`src/rtl/nap_countdown_if.sv`:
```
// Command, setting-digit and status bundle between the time-setting stage,
// the nap countdown core and the nap timer top level.
interface nap_countdown_if;
  logic       load;
  logic       start_stop;
  logic       cancel;
  logic       ack;

  logic [3:0] hour_ten_in;
  logic [3:0] hour_one_in;
  logic [3:0] min_ten_in;
  logic [3:0] min_one_in;
  logic [3:0] sec_ten_in;
  logic [3:0] sec_one_in;

  logic [3:0] hour_ten_out;
  logic [3:0] hour_one_out;
  logic [3:0] min_ten_out;
  logic [3:0] min_one_out;
  logic [3:0] sec_ten_out;
  logic [3:0] sec_one_out;

  logic       running;
  logic       alarm;
  logic       done;

  modport master (
    output load, start_stop, cancel, ack,
    output hour_ten_in, hour_one_in, min_ten_in, min_one_in, sec_ten_in, sec_one_in,
    input  hour_ten_out, hour_one_out, min_ten_out, min_one_out, sec_ten_out, sec_one_out,
    input  running, alarm, done
  );

  modport slave (
    input  load, start_stop, cancel, ack,
    input  hour_ten_in, hour_one_in, min_ten_in, min_one_in, sec_ten_in, sec_one_in,
    output hour_ten_out, hour_one_out, min_ten_out, min_one_out, sec_ten_out, sec_one_out,
    output running, alarm, done
  );
endinterface

```
`src/rtl/nap_countdown.sv`:
```
// Nap timer countdown: latches six BCD digits, counts down once per second
// to 00:00:00, then holds the wake-up alarm for ALARM_SEC seconds.
module nap_countdown #(
  parameter int unsigned TICK_DIV  = 50000000,
  parameter int unsigned ALARM_SEC = 60
) (
  input  logic             clk,
  input  logic             rst,
  nap_countdown_if.slave   bus
);

  localparam int unsigned PW = $clog2(TICK_DIV);
  localparam int unsigned AW = $clog2(ALARM_SEC + 1);
  localparam logic [PW-1:0] PRE_LAST   = PW'(TICK_DIV - 1);
  localparam logic [AW-1:0] ALARM_LAST = AW'(ALARM_SEC);

  localparam logic [2:0] S_IDLE   = 3'd0;
  localparam logic [2:0] S_LOADED = 3'd1;
  localparam logic [2:0] S_RUN    = 3'd2;
  localparam logic [2:0] S_PAUSED = 3'd3;
  localparam logic [2:0] S_ALARM  = 3'd4;

  // Digit index 0 is sec_one, 5 is hour_ten.
  logic [2:0]       state_q, state_d;
  logic [5:0][3:0]  dig_q, dig_d;
  logic [PW-1:0]    pre_q, pre_d;
  logic [AW-1:0]    acnt_q, acnt_d;
  logic             running_q, alarm_q, done_q;

  logic [5:0][3:0]  load_dig;
  logic [5:0][3:0]  dec_dig;
  logic [AW-1:0]    acnt_inc;
  logic             counting;
  logic             tick;
  logic             at_one;
  logic             borrow;

  function automatic logic [3:0] sat(input logic [3:0] d, input logic [3:0] mx);
    return (d > mx) ? mx : d;
  endfunction

  function automatic logic [3:0] digit_max(input logic [2:0] idx);
    return (idx == 3'd1 || idx == 3'd3) ? 4'd5 : 4'd9;
  endfunction

  assign load_dig = {sat(bus.hour_ten_in, 4'd9), sat(bus.hour_one_in, 4'd9),
                     sat(bus.min_ten_in,  4'd5), sat(bus.min_one_in,  4'd9),
                     sat(bus.sec_ten_in,  4'd5), sat(bus.sec_one_in,  4'd9)};

  assign counting = (state_q == S_RUN) || (state_q == S_ALARM);
  assign tick     = counting && (pre_q == PRE_LAST);
  assign at_one   = (dig_q == 24'd1);
  assign acnt_inc = acnt_q + AW'(1);

  // Ripple-borrow decrement; each digit wraps to its own maximum while borrowing.
  always_comb begin
    dec_dig = dig_q;
    borrow  = 1'b1;
    for (int unsigned i = 0; i < 6; i++) begin
      if (borrow) begin
        if (dec_dig[3'(i)] == 4'd0) begin
          dec_dig[3'(i)] = digit_max(3'(i));
        end else begin
          dec_dig[3'(i)] = dec_dig[3'(i)] - 4'd1;
          borrow         = 1'b0;
        end
      end
    end
  end

  always_comb begin
    state_d = state_q;
    dig_d   = dig_q;
    pre_d   = pre_q;
    acnt_d  = acnt_q;

    if (counting) begin
      pre_d = tick ? '0 : pre_q + PW'(1);
    end

    if (state_q == S_RUN && tick) begin
      if (at_one) begin
        dig_d   = '0;
        state_d = S_ALARM;
        acnt_d  = '0;
      end else begin
        dig_d = dec_dig;
      end
    end else if (state_q == S_ALARM && tick) begin
      acnt_d = acnt_inc;
      if (acnt_inc == ALARM_LAST) begin
        state_d = S_IDLE;
      end
    end

    // Commands override the tick result; only the highest-priority one acts.
    if (bus.cancel) begin
      state_d = S_IDLE;
      dig_d   = '0;
      pre_d   = '0;
      acnt_d  = '0;
    end else if (bus.ack && state_q == S_ALARM) begin
      state_d = S_IDLE;
      dig_d   = '0;
      pre_d   = '0;
      acnt_d  = '0;
    end else if (bus.load && state_q != S_ALARM) begin
      dig_d   = load_dig;
      pre_d   = '0;
      state_d = (load_dig == '0) ? S_IDLE : S_LOADED;
    end else if (bus.start_stop) begin
      case (state_q)
        S_LOADED: begin
          state_d = S_RUN;
          pre_d   = '0;
        end
        S_PAUSED: state_d = S_RUN;
        S_RUN: begin
          if (state_d == S_RUN) begin
            state_d = S_PAUSED;
          end
        end
        default: ;
      endcase
    end
  end

  always_ff @(posedge clk or negedge rst) begin
    if (!rst) begin
      state_q   <= S_IDLE;
      dig_q     <= '0;
      pre_q     <= '0;
      acnt_q    <= '0;
      running_q <= 1'b0;
      alarm_q   <= 1'b0;
      done_q    <= 1'b0;
    end else begin
      state_q   <= state_d;
      dig_q     <= dig_d;
      pre_q     <= pre_d;
      acnt_q    <= acnt_d;
      running_q <= (state_d == S_RUN);
      alarm_q   <= (state_d == S_ALARM);
      done_q    <= (state_d == S_ALARM) && (state_q != S_ALARM);
    end
  end

  assign bus.sec_one_out  = dig_q[0];
  assign bus.sec_ten_out  = dig_q[1];
  assign bus.min_one_out  = dig_q[2];
  assign bus.min_ten_out  = dig_q[3];
  assign bus.hour_one_out = dig_q[4];
  assign bus.hour_ten_out = dig_q[5];
  assign bus.running      = running_q;
  assign bus.alarm        = alarm_q;
  assign bus.done         = done_q;

endmodule
```
`src/flat_wrapper.sv`:
```
// flat-port wrapper written by rule: the top's interface ports become plain ports
module nap_countdown_flat 
#(
  parameter int unsigned TICK_DIV  = 50000000,
  parameter int unsigned ALARM_SEC = 60
)
  (clk, rst, bus_load, bus_start_stop, bus_cancel, bus_ack, bus_hour_ten_in, bus_hour_one_in, bus_min_ten_in, bus_min_one_in, bus_sec_ten_in, bus_sec_one_in, bus_hour_ten_out, bus_hour_one_out, bus_min_ten_out, bus_min_one_out, bus_sec_ten_out, bus_sec_one_out, bus_running, bus_alarm, bus_done);
  nap_countdown_if bus_i ();
  input  logic clk;
  input  logic rst;
  input wire logic [$bits(bus_i.load)-1:0] bus_load;
  input wire logic [$bits(bus_i.start_stop)-1:0] bus_start_stop;
  input wire logic [$bits(bus_i.cancel)-1:0] bus_cancel;
  input wire logic [$bits(bus_i.ack)-1:0] bus_ack;
  input wire logic [$bits(bus_i.hour_ten_in)-1:0] bus_hour_ten_in;
  input wire logic [$bits(bus_i.hour_one_in)-1:0] bus_hour_one_in;
  input wire logic [$bits(bus_i.min_ten_in)-1:0] bus_min_ten_in;
  input wire logic [$bits(bus_i.min_one_in)-1:0] bus_min_one_in;
  input wire logic [$bits(bus_i.sec_ten_in)-1:0] bus_sec_ten_in;
  input wire logic [$bits(bus_i.sec_one_in)-1:0] bus_sec_one_in;
  output wire logic [$bits(bus_i.hour_ten_out)-1:0] bus_hour_ten_out;
  output wire logic [$bits(bus_i.hour_one_out)-1:0] bus_hour_one_out;
  output wire logic [$bits(bus_i.min_ten_out)-1:0] bus_min_ten_out;
  output wire logic [$bits(bus_i.min_one_out)-1:0] bus_min_one_out;
  output wire logic [$bits(bus_i.sec_ten_out)-1:0] bus_sec_ten_out;
  output wire logic [$bits(bus_i.sec_one_out)-1:0] bus_sec_one_out;
  output wire logic [$bits(bus_i.running)-1:0] bus_running;
  output wire logic [$bits(bus_i.alarm)-1:0] bus_alarm;
  output wire logic [$bits(bus_i.done)-1:0] bus_done;
  assign bus_i.load = bus_load;
  assign bus_i.start_stop = bus_start_stop;
  assign bus_i.cancel = bus_cancel;
  assign bus_i.ack = bus_ack;
  assign bus_i.hour_ten_in = bus_hour_ten_in;
  assign bus_i.hour_one_in = bus_hour_one_in;
  assign bus_i.min_ten_in = bus_min_ten_in;
  assign bus_i.min_one_in = bus_min_one_in;
  assign bus_i.sec_ten_in = bus_sec_ten_in;
  assign bus_i.sec_one_in = bus_sec_one_in;
  assign bus_hour_ten_out = bus_i.hour_ten_out;
  assign bus_hour_one_out = bus_i.hour_one_out;
  assign bus_min_ten_out = bus_i.min_ten_out;
  assign bus_min_one_out = bus_i.min_one_out;
  assign bus_sec_ten_out = bus_i.sec_ten_out;
  assign bus_sec_one_out = bus_i.sec_one_out;
  assign bus_running = bus_i.running;
  assign bus_alarm = bus_i.alarm;
  assign bus_done = bus_i.done;
  nap_countdown #(.TICK_DIV(TICK_DIV), .ALARM_SEC(ALARM_SEC)) u_core (.clk(clk), .rst(rst), .bus(bus_i));
endmodule
```
`config.mk`:
```
export PLATFORM = sky130hd
export DESIGN_NAME = nap_countdown_flat
export DESIGN_NICKNAME = d
export VERILOG_FILES = /design/src/rtl/nap_countdown_if.sv /design/src/rtl/nap_countdown.sv /design/src/flat_wrapper.sv
export SDC_FILE = /design/constraint.sdc
export NUM_CORES = 1
export LEC_CHECK = 0
export CAP_MARGIN = 30
export CORE_AREA = 2 2 86 88
export CTS_CLUSTER_DIAMETER = 150
export CTS_CLUSTER_SIZE = 20
export DETAILED_ROUTE_END_ITERATION = 6
export DIE_AREA = 0 0 88 90
export PLACE_DENSITY = 0.84
export SETUP_SLACK_MARGIN = 0.3
export SLEW_MARGIN = 40
export SYNTH_ARGS = -nofsm -noshare
export SYNTH_HDL_FRONTEND = slang
export SYNTH_SLANG_ARGS = --single-unit
```
`constraint.sdc`:
```
create_clock -name clk -period 4 [get_ports clk]
set_input_delay 0.6 -clock clk [delete_from_list [all_inputs] [get_ports clk]]
set_output_delay 0.6 -clock clk [all_outputs]
set_load 0.005 [all_outputs]
```
==> impl_results.md <==
* Status: finished clean
* Area growth syn-to-layout at 19.7%
* # clock sinks at 62
* Placed Instance Area at 0.00463 sq mm
* Cells after synthesis at 459
* Final setup viols at 0
* # H-tree levels at 3
* Clk root buf: clkbuf_8
* Initial antenna violation count at 0
* Detailed Routing Iterations Pass 1 at 5
* Slew @ Worst Pin at 0.726 ns
* Vias at between 3000 and 4000
* Crit path capture type: flip-flop
* Nets at between 500 and 600
* Setup Total Neg Slack at 0 ns
* Largest net degree at the start of global routing at 38
* Clock transition at path regs at 0.08 ns
* Final non-filler cell area at 0.00480 sq mm
* Total CTS buffers at 9
* Maximum vdd ir drop at 224 uV
* Synthesis Warnings at 0
* Vias in the first global route at 3668
* Final hold vios at 0
* Ys async rst share at 100%
* Share of layout cells above drive strength 1 at 8.16%
* Initial Util at 57.1%
* Drt initial violations at 374
* Synthesized cell area at 0.00401 sq mm
* Tmin final at 2.75 ns
* Clock Skew at 0.0104 ns
* PostCTS Resize Cnt at 0
* Critical Path AT at 3.03 ns
* Crit Path Max Fanout at 20
* Wire per inst at 16.7 um
* Worst-Skew Late Latency at 0.35 ns
* Maximum clock rate at 0.363 GHz
* WS Path Type: reg -> reg
* Sequential share of the synthesized area at 38.7%
* Area of the die at 0.00792 sq mm
* Global-route wire length before repair at between 15 and 20 mm
* Antenna cell count at 0
* Main flop type after synthesis: dfrtp_1
* Vias/cell at 6.07
* Leakage power at 1.87 nW
* Netlist cell types at between 60 and 70
* # DRC at 0
* Row Count at 31
* Max-slew violation count at 0
* Tightest Hold Check Type: in -> async
* Grt ovf at 0
* GR Util All Layers at between 20% and 30%
* Core area at 0.00702 sq mm
* Post-synthesis area per instance at 8.73 sq um
* Routability cong. at 0.945
* Worst relative slew slack at between 50 and 60%
* Seq cells post-synth at 62
* Post-placement cell count at 598
* Final ANT Viol Nets at 0
* CTS Hold Bufs at 0
* EDFF count, synth at 0
* Final period utilization at between 60 and 70%
* PwrDens at 314 mW/mm^2
* Final non-filler cell total at just over 600
* I/O pin cnt at 57
* Post-synthesis net count at 498
* Clock Tree Buf Depth at 2
* Setup Buffers After CTS at 0
* Chip Height at 90 um
* CTS tree: built
* Required @ worst endpoint at 4.28 ns
* Worst hold slack at 0.267 ns
* CP Launch Type: flip-flop
* Final HPWL DP at between 7 and 8 mm
* WL final at 10.3 mm
* RSZ-0062 raised after global routing: false
* Port Buf Inserts at 56
* Fin util at 68.4%
* Fillers at 555
* Die X at 88 um
* Max-cap violations at 0
[worst paths after layout]
| check | start | slack (ns) | endpoint | cells past startpoint |
|---|---|---|---|---|
| max | u_core.state_q[0] | 1.25 | u_core.bus.sec_one_out[3] | 7 |
| min | rst | 0.27 | u_core.acnt_q[4] | 1 |
| max reg2reg | u_core.state_q[0] | 1.25 | u_core.bus.sec_one_out[3] | 7 |
| min reg2reg | u_core.pre_q[6] | 0.55 | u_core.pre_q[6] | 2 |
| max in group asynchronous | rst | 2.81 | u_core.pre_q[10] | 2 |
| min in group clk | u_core.pre_q[6] | 0.55 | u_core.pre_q[6] | 2 |
[flip-flops by register name, summed over array words and instances (netlist names)]
register	flops
u_core.bus.running	1
u_core.bus.hour_ten_out	4
u_core.bus.sec_ten_out	4
u_core.bus.min_ten_out	4
u_core.bus.alarm	1
u_core.bus.hour_one_out	4
u_core.bus.sec_one_out	4
u_core.bus.done	1
u_core.acnt_q	6
u_core.bus.min_one_out	4
u_core.pre_q	26
u_core.state_q	3
[final cells by class]
cell class / instances / area [sq um] / area share, %
multi-input cells: 355 / 2280 / 47.6
clock inverters: 5 / 36.3 / 0.756
well taps: 99 / 124 / 2.58
repair buffers: 61 / 593 / 12.4
flip-flops and latches: 62 / 1550 / 32.3
inverters: 21 / 78.8 / 1.64
clock buffers: 11 / 131 / 2.74
[kinds of logic after synthesis]
kind of cell / share of synthesized area [%]
AOI/OAI and AO/OA: 17.3
xor gates and xnor gates: 4.15
muxes: 3.81
buffers and inverters: 4.59
adders and majority gates: 2.81
DFF: 38.7
and+or+nand+nor: 28.6
[worst max-delay path, stage by stage, from the launching register on]
cell     delay, ns
dfrtp_1       0.52
nor3b_2       0.43
a21o_1        0.65
nor2_1        0.21
buf_4         0.22
and2_1        0.24
a211o_1       0.31
o21ai_1       0.12
[cell usage in the layout, fill, tap and decap left out, types with 6 or more instances in the layout]
cell and count:
inv_1 21, nand3_1 14, o31ai_1 7, clkdlybuf4s50_1 55, nor2_1 71, o21ai_0 17
nor3_1 20, or3_1 11, a22oi_1 7, mux2_1 10, dfrtp_1 62, ha_1 9
xnor2_1 14, nand4_1 11, a31oi_1 6, a211oi_1 6, nand2_1 29, o21ai_1 10
a21oi_1 22, clkbuf_8 9, and3_1 8
[metal layers]
metal	part of all wire (%)	vias to the layer above	track usage, %	wire, um
met4	1.8	0	10.9	189
met5	0	-	0	0
met3	6.0	17	4.22	618
met1	44	1796	37.0	4510
met2	48	144	42.8	4940
li1	-	1767	-	-
[cell usage after synthesis (3+ instances only)]
cell type | instances | area share (%)
clkbuf_1 | 7 | 0.66
a21o_1 | 4 | 0.75
buf_2 | 9 | 1.1
nor3b_1 | 4 | 0.75
mux2_1 | 10 | 2.8
and2_1 | 3 | 0.47
nand2_1 | 29 | 2.7
o21ai_0 | 17 | 2.1
mux2i_1 | 4 | 1.0
o31ai_1 | 7 | 1.3
nor2_1 | 71 | 6.6
xor2_1 | 5 | 1.1
a211oi_1 | 6 | 1.1
a31oi_1 | 6 | 0.94
and4_1 | 4 | 0.87
nand2b_1 | 4 | 0.62
or2_2 | 3 | 0.47
nand4_1 | 11 | 1.7
o21ai_1 | 10 | 1.2
and3_1 | 8 | 1.2
o211ai_1 | 3 | 0.56
or3_1 | 11 | 1.7
xnor2_1 | 14 | 3.1
nor3_1 | 20 | 2.5
nand3_1 | 14 | 1.7
ha_1 | 9 | 2.8
nor3b_2 | 5 | 1.6
a2111oi_0 | 3 | 0.66
dfrtp_1 | 62 | 39
nor4_1 | 5 | 0.78
inv_1 | 21 | 2.0
a21oi_1 | 22 | 2.7
a22oi_1 | 7 | 1.3
[stage by stage]
step | total power [mW] | worst slack (ns)
after floorplan | 0.875 | 1.78
after global placement | 1.01 | 1.22
after detailed placement | 1.02 | 1.17
after CTS | 1.51 | 1.25
after global routing | 1.58 | 1.00
final | 1.51 | 1.25
[power by group]
group	switching, mW	internal, mW	total (mW)
combinational	0.165	0.152	0.317
clock	0.269	0.225	0.494
sequential	0.0424	0.655	0.698
(Power assumes the default switching activity.)
